==> src/rtl/sram_controller_if.sv <==
// Bundles the MemStage-side request/response signals and the SRAM pad signals.
// The slave modport is the controller view; the master modport is the pipeline plus SRAM side.
interface sram_controller_if #(
    parameter int SRAM_ADDR_W = 18
);
    logic                   rd_en;
    logic                   wr_en;
    logic [31:0]            address;
    logic [31:0]            write_data;
    logic [31:0]            read_data;
    logic                   ready;
    logic [SRAM_ADDR_W-1:0] sram_addr;
    logic                   sram_we_n;
    logic [15:0]            sram_dq_out;
    logic                   sram_dq_oe;
    logic [15:0]            sram_dq_in;

    modport slave (
        input  rd_en, wr_en, address, write_data, sram_dq_in,
        output read_data, ready, sram_addr, sram_we_n, sram_dq_out, sram_dq_oe
    );

    modport master (
        output rd_en, wr_en, address, write_data, sram_dq_in,
        input  read_data, ready, sram_addr, sram_we_n, sram_dq_out, sram_dq_oe
    );
endinterface

==> src/rtl/sram_controller.sv <==
// Bridges 32-bit MemStage accesses onto a 16-bit asynchronous SRAM as two
// halfword phases (low then high), holding ready low until the access completes.
module sram_controller #(
    parameter logic [31:0] BASE_ADDR   = 32'd1024,
    parameter int          SRAM_ADDR_W = 18,
    parameter int          WAIT_CYCLES = 2
) (
    input logic          clk,
    input logic          rst,
    sram_controller_if.slave bus
);
    localparam logic [1:0] IDLE = 2'd0;
    localparam logic [1:0] LOW  = 2'd1;
    localparam logic [1:0] HIGH = 2'd2;
    localparam logic [1:0] DONE = 2'd3;

    localparam logic [1:0] LAST_CNT = 2'(WAIT_CYCLES);

    logic [1:0]             state;
    logic [1:0]             cnt;
    logic                   op_wr;
    logic [SRAM_ADDR_W-2:0] waddr;
    logic [31:0]            wdata;
    logic [31:0]            rdata;
    logic                   req;
    logic                   last;

    always_comb begin
        req  = bus.rd_en | bus.wr_en;
        last = (cnt == LAST_CNT);
    end

    always_ff @(posedge clk or negedge rst) begin
        if (!rst) begin
            state <= IDLE;
            cnt   <= '0;
            op_wr <= 1'b0;
            waddr <= '0;
            wdata <= '0;
            rdata <= '0;
        end else begin
            case (state)
                IDLE: begin
                    if (req) begin
                        // Write wins when both enables are set.
                        op_wr <= bus.wr_en;
                        waddr <= (SRAM_ADDR_W-1)'((bus.address - BASE_ADDR) >> 2);
                        wdata <= bus.write_data;
                        cnt   <= '0;
                        state <= LOW;
                    end
                end
                LOW: begin
                    if (last) begin
                        cnt   <= '0;
                        state <= HIGH;
                        if (!op_wr)
                            rdata[15:0] <= bus.sram_dq_in;
                    end else begin
                        cnt <= cnt + 2'd1;
                    end
                end
                HIGH: begin
                    if (last) begin
                        cnt   <= '0;
                        state <= DONE;
                        if (!op_wr)
                            rdata[31:16] <= bus.sram_dq_in;
                    end else begin
                        cnt <= cnt + 2'd1;
                    end
                end
                default: begin
                    state <= IDLE;
                end
            endcase
        end
    end

    always_comb begin
        bus.sram_addr   = '0;
        bus.sram_we_n   = 1'b1;
        bus.sram_dq_oe  = 1'b0;
        bus.sram_dq_out = '0;
        case (state)
            LOW: begin
                bus.sram_addr = {waddr, 1'b0};
                if (op_wr) begin
                    bus.sram_we_n   = 1'b0;
                    bus.sram_dq_oe  = 1'b1;
                    bus.sram_dq_out = wdata[15:0];
                end
            end
            HIGH: begin
                bus.sram_addr = {waddr, 1'b1};
                if (op_wr) begin
                    bus.sram_we_n   = 1'b0;
                    bus.sram_dq_oe  = 1'b1;
                    bus.sram_dq_out = wdata[31:16];
                end
            end
            default: ;
        endcase
        // Freeze the pipeline in the same cycle a request first appears.
        bus.ready = (state == DONE) || ((state == IDLE) && !req);
    end

    assign bus.read_data = rdata;
endmodule
==> src/flat_wrapper.sv <==
// flat-port wrapper written by rule: the top's interface ports become plain ports
module sram_controller_flat 
#(
    parameter logic [31:0] BASE_ADDR   = 32'd1024,
    parameter int          SRAM_ADDR_W = 18,
    parameter int          WAIT_CYCLES = 2
)
  (clk, rst, bus_rd_en, bus_wr_en, bus_address, bus_write_data, bus_sram_dq_in, bus_read_data, bus_ready, bus_sram_addr, bus_sram_we_n, bus_sram_dq_out, bus_sram_dq_oe);
  sram_controller_if #(.SRAM_ADDR_W(SRAM_ADDR_W)) bus_i ();
  input logic clk;
  input logic rst;
  input wire logic [$bits(bus_i.rd_en)-1:0] bus_rd_en;
  input wire logic [$bits(bus_i.wr_en)-1:0] bus_wr_en;
  input wire logic [$bits(bus_i.address)-1:0] bus_address;
  input wire logic [$bits(bus_i.write_data)-1:0] bus_write_data;
  input wire logic [$bits(bus_i.sram_dq_in)-1:0] bus_sram_dq_in;
  output wire logic [$bits(bus_i.read_data)-1:0] bus_read_data;
  output wire logic [$bits(bus_i.ready)-1:0] bus_ready;
  output wire logic [$bits(bus_i.sram_addr)-1:0] bus_sram_addr;
  output wire logic [$bits(bus_i.sram_we_n)-1:0] bus_sram_we_n;
  output wire logic [$bits(bus_i.sram_dq_out)-1:0] bus_sram_dq_out;
  output wire logic [$bits(bus_i.sram_dq_oe)-1:0] bus_sram_dq_oe;
  assign bus_i.rd_en = bus_rd_en;
  assign bus_i.wr_en = bus_wr_en;
  assign bus_i.address = bus_address;
  assign bus_i.write_data = bus_write_data;
  assign bus_i.sram_dq_in = bus_sram_dq_in;
  assign bus_read_data = bus_i.read_data;
  assign bus_ready = bus_i.ready;
  assign bus_sram_addr = bus_i.sram_addr;
  assign bus_sram_we_n = bus_i.sram_we_n;
  assign bus_sram_dq_out = bus_i.sram_dq_out;
  assign bus_sram_dq_oe = bus_i.sram_dq_oe;
  sram_controller #(.BASE_ADDR(BASE_ADDR), .SRAM_ADDR_W(SRAM_ADDR_W), .WAIT_CYCLES(WAIT_CYCLES)) u_core (.clk(clk), .rst(rst), .bus(bus_i));
endmodule
==> config.mk <==
export PLATFORM = sky130hd
export DESIGN_NAME = sram_controller_flat
export DESIGN_NICKNAME = d
export VERILOG_FILES = /design/src/rtl/sram_controller_if.sv /design/src/rtl/sram_controller.sv /design/src/flat_wrapper.sv
export SDC_FILE = /design/constraint.sdc
export NUM_CORES = 1
export LEC_CHECK = 0
export ABC_CLOCK_PERIOD_IN_PS = 2000
export CAP_MARGIN = 20
export CORE_ASPECT_RATIO = 1.4
export CORE_MARGIN = 5
export CORE_UTILIZATION = 40
export DETAILED_ROUTE_END_ITERATION = 8
export DONT_BUFFER_PORTS = 1
export PLACE_DENSITY_LB_ADDON = 0.12
export SYNTH_ARGS = -nofsm -noshare
export SYNTH_HDL_FRONTEND = slang
export SYNTH_SLANG_ARGS = --single-unit
==> constraint.sdc <==
create_clock -name clk -period 2 [get_ports clk]
set_input_delay 0.2 -clock clk [delete_from_list [all_inputs] [get_ports clk]]
set_output_delay 0.2 -clock clk [all_outputs]
set_load 0.005 [all_outputs]
==> summary.md <==
| Metric | Value |
|---|---|
| Area grow syn2layout | 26.31% |
| Fin. max-slew vios | 0 |
| Antenna diodes | 0 |
| Failing checks | hold timing |
| Gr ovfl total | 0 |
| Clock Latency Late Sink | 0.33 ns |
| DP Area | 3991 sq um |
| Cts hold-fix bufs | 43 |
| Port buffer count | 0 |
| Design area | 4787 sq um |
| Number of iterations in the first detailed-routing pass | 7 |
| Power per standard cell area | 1538 nW/um^2 |
| 1st-iter DRT viols | 57 |
| Worst-path clk slew | 0.06 ns |
| CP peak stage delay | 0.42 ns |
| Post-DRT Antenna Nets | 0 |
| Initial antenna violation count | 0 |
| Reg2reg path depth | 6 |
| DRC violations left | 0 |
| Placer Congestion | between 0.7 and 0.8 |
| Fin nets | a little over 500 |
| Hpwl dp | 6025 microns |
| RSZ-0062 raised after global routing | yes |
| Yosys Warn Count | 0 |
| Routed length on met1 | 3507 microns |
| Sequential cell area fraction in the yosys report | 56.78% |
| Area of the die | 11,550 sq um |
| Leakage | 2.290 nW |
| CP Data Required Time | 1.80 ns |
| Wirelength per Cell | 16.63 microns |
| DIE HEIGHT | 125.2 microns |
| Final WL | about 9000 microns |
| TritonCTS clock tree | built |
| Vias/cell | around 5.2 |
| Syn avg cell area | 10.08 sq um |
| Setup TNS | 0 ns |
| Largest net degree at the start of global routing | between 80 and 90 |
| Cell Chain, Critical Path | inv_1 -> ha_1 -> buf_4 -> nand2_1 -> buf_6 -> buf_4 |
| Layout cell share with drive strength beyond 1 | ~17% |
| R2R Setup Slk | 0.14 ns |
| CTS Buf Count | 9 |
| I/O pin count | approximately 150 |
| Filler instances | 862 |
| Final setup vio count | 0 |
| Hold slack | -0.4370 ns |
| Final core occ | 51.18% |
| Fmax | 523.8 MHz |
| Syn Std Cell Area | about 3800 sq um |
| Cell mode on critical path | buf_4 |
| FF-to-FF Start | u_core.state[0] |
| Tcrit/Tclk final | between 90% and 100% |
| RR Endpoint | u_core.bus.read_data[25] |
| Final min period | roughly 1.9 ns |
| WL met2 | 4593 microns |
| Final Hold Violating Endpoints | 86 |
| Critical Path Fanout Max | 18 |
| MaxCap Viol Count | 0 |
| Die Wd | 92.27 microns |
| CTS sink cnt | 86 |
| Clock root buffer master | clkbuf_16 |
| Initial core utilization | 40.52% |
| Vias in the first global route | 2,995 |
| First-pass GRT wire length | 14,660 microns |
| Clock Skew | 0.005724 ns |
| Register bit total from synthesis | 86 |
| Cell variety after synth | 29 |
| Worst slew margin | 37.09% |
| GRT Util Overall | 15.94% |
| Clk buf depth | 2 |
| Slew at the pin closest to its max-slew limit | 0.9401 ns |
| WP data arrival | around 1.7 ns |
| Total power | between 7 and 8 mW |
| CP Class | reg2out |
| Type of the tightest min-delay check | in2async |
| Instance count on the critical path | 6 |
| CP Capture Type | output port |
| Synth Instances | 376 |
| Met3 WL post-DR | 732 microns |
| Status | finished, violations left |
| Htree depth | 3 |
| Critical path's top delay family | buffers and inverters |
| Buf+Inv Stages, Crit Path | 4 |
| Net Count, Synth | 466 |
| Startpoint types | flop |
| Top layer reached by signal wires | met4 |
| Core box area | a little over 9000 sq um |
| Row count | 42 |
| Via count | between 2,000 and 3,000 |
| Max IR drop VDD | 694.0 uV |
| Crit path max-delay cell type | dfrtp_1 |
==> how the worst max path moves through the flow <==
stage,startpoint,end
after global routing,u_core.state[0],bus_sram_we_n
final,u_core.state[0],bus_sram_we_n
after global placement,u_core.state[0],bus_sram_addr[16]
after CTS,u_core.state[0],bus_sram_we_n
after detailed placement,u_core.state[0],bus_sram_addr[12]
after floorplan,u_core.state[0],u_core.bus.read_data[21]
==> what timing repair did <==
item	4_1_cts	5_1_grt
gates resized for setup	2	3
cloned	0	0
setup buffers	0	3
setup endpoints to repair	17	36
hold endpoints to repair	129	86
==> layer usage <==
layer,vias up,GRT usage (%)
met4,0,6.912
li1,1332,-
met1,1380,17.63
met5,-,0
met3,9,4.808
met2,95,28.06
==> cell families (layout without fill, tap and decap cells) <==
| group | Yosys count | count (layout) | synth area share, % |
|---|---|---|---|
| adders and majority gates | 6 | 6 | 1.981 |
| AOI/OAI and AO/OA | 36 | 36 | 6.471 |
| and+or+nand+nor | 184 | 184 | 20.96 |
| buffers and inverters | 27 | 80 | 2.938 |
| xor gates and xnor gates | 2 | 2 | 0.4623 |
| DFF | 86 | 86 | 56.78 |
| muxes | 35 | 35 | 10.40 |
==> worst register-to-register path: cells and delay by family, from the launching register on <==
kind | cells | cell delay (ns)
mux | 1 | 0.35
fa+ha+maj | 1 | 0.19
buf+inv | 3 | 0.54
simple gates | 1 | 0.25
flops | 1 | 0.43
==> registers in the layout (all words and copies together) (netlist names) <==
register and count:
u_core.bus.read_data 32, u_core.state 2, u_core.waddr 17, u_core.cnt 2
u_core.op_wr 1, u_core.wdata 32
==> synthesized netlist by cell type, drive strengths merged <==
cell type  count  area share (%)
and3b          3            0.69
or2            1            0.17
o21ai          7            0.92
a21oi          1            0.13
ha             6             2.0
or3            3            0.50
nor2b          2            0.33
buf            5            0.76
mux2          35              10
dfrtp         86              57
o21bai         2            0.40
a22oi         16             3.2
o31ai          3            0.59
or3b           1            0.23
inv            6            0.59
o21a           1            0.20
and2          17             2.8
xnor2          2            0.46
clkbuf        16             1.6
nor2          23             2.3
nor3b          3            0.59
a31oi          5            0.83
nand2        128              13
or4            3            0.69
o2bb2ai        1            0.23
==> area by class of cell <==
type / count / area, sq um / share of cell area [%]
multi-input cells: 263 / 1554 / 32.46
flip-flops and latches: 86 / 2152 / 44.96
repair buffers: 58 / 596.8 / 12.47
inverters: 6 / 22.52 / 0.4705
clock inverters: 5 / 81.33 / 1.699
clock buffers: 11 / 242.7 / 5.071
well taps: 110 / 137.6 / 2.875
==> report_power, final <==
part           internal [mW]  switching (mW)  total [mW]
registers               2.54           0.492        3.03
clock network           1.13           0.674        1.80
logic                   1.18            1.35        2.53
==> cell usage in the layout, fill, tap and decap left out, drive strengths merged, types with 3 or more instances in the layout <==
| cell type | Yosys | layout |
|---|---|---|
| and3b | 3 | 3 |
| dfrtp | 86 | 86 |
| buf | 5 | 15 |
| nand2 | 128 | 128 |
| mux2 | 35 | 35 |
| a31oi | 5 | 5 |
| o21ai | 7 | 7 |
| nor2 | 23 | 23 |
| or3 | 3 | 3 |
| inv | 6 | 7 |
| dlygate4sd3 | 0 | 43 |
| nor3b | 3 | 3 |
| ha | 6 | 6 |
| o31ai | 3 | 3 |
| a22oi | 16 | 16 |
| clkbuf | 16 | 11 |
| and2 | 17 | 17 |
| or4 | 3 | 3 |
==> per-stage QoR <==
stage / instances / setup WS (ns) / hold slack, ns
2_1_floorplan: 376 / 0.1078 / -0.09559
3_5_place_dp: 477 / -0.02581 / -0.09349
6_report: 539 / 0.09094 / -0.4370
4_1_cts: 536 / 0.01443 / -0.4555
3_3_place_gp: 477 / 0.06168 / -0.09342
5_1_grt: 539 / -0.006903 / -0.4597
No activity file was read; power rests on OpenSTA's default activity.
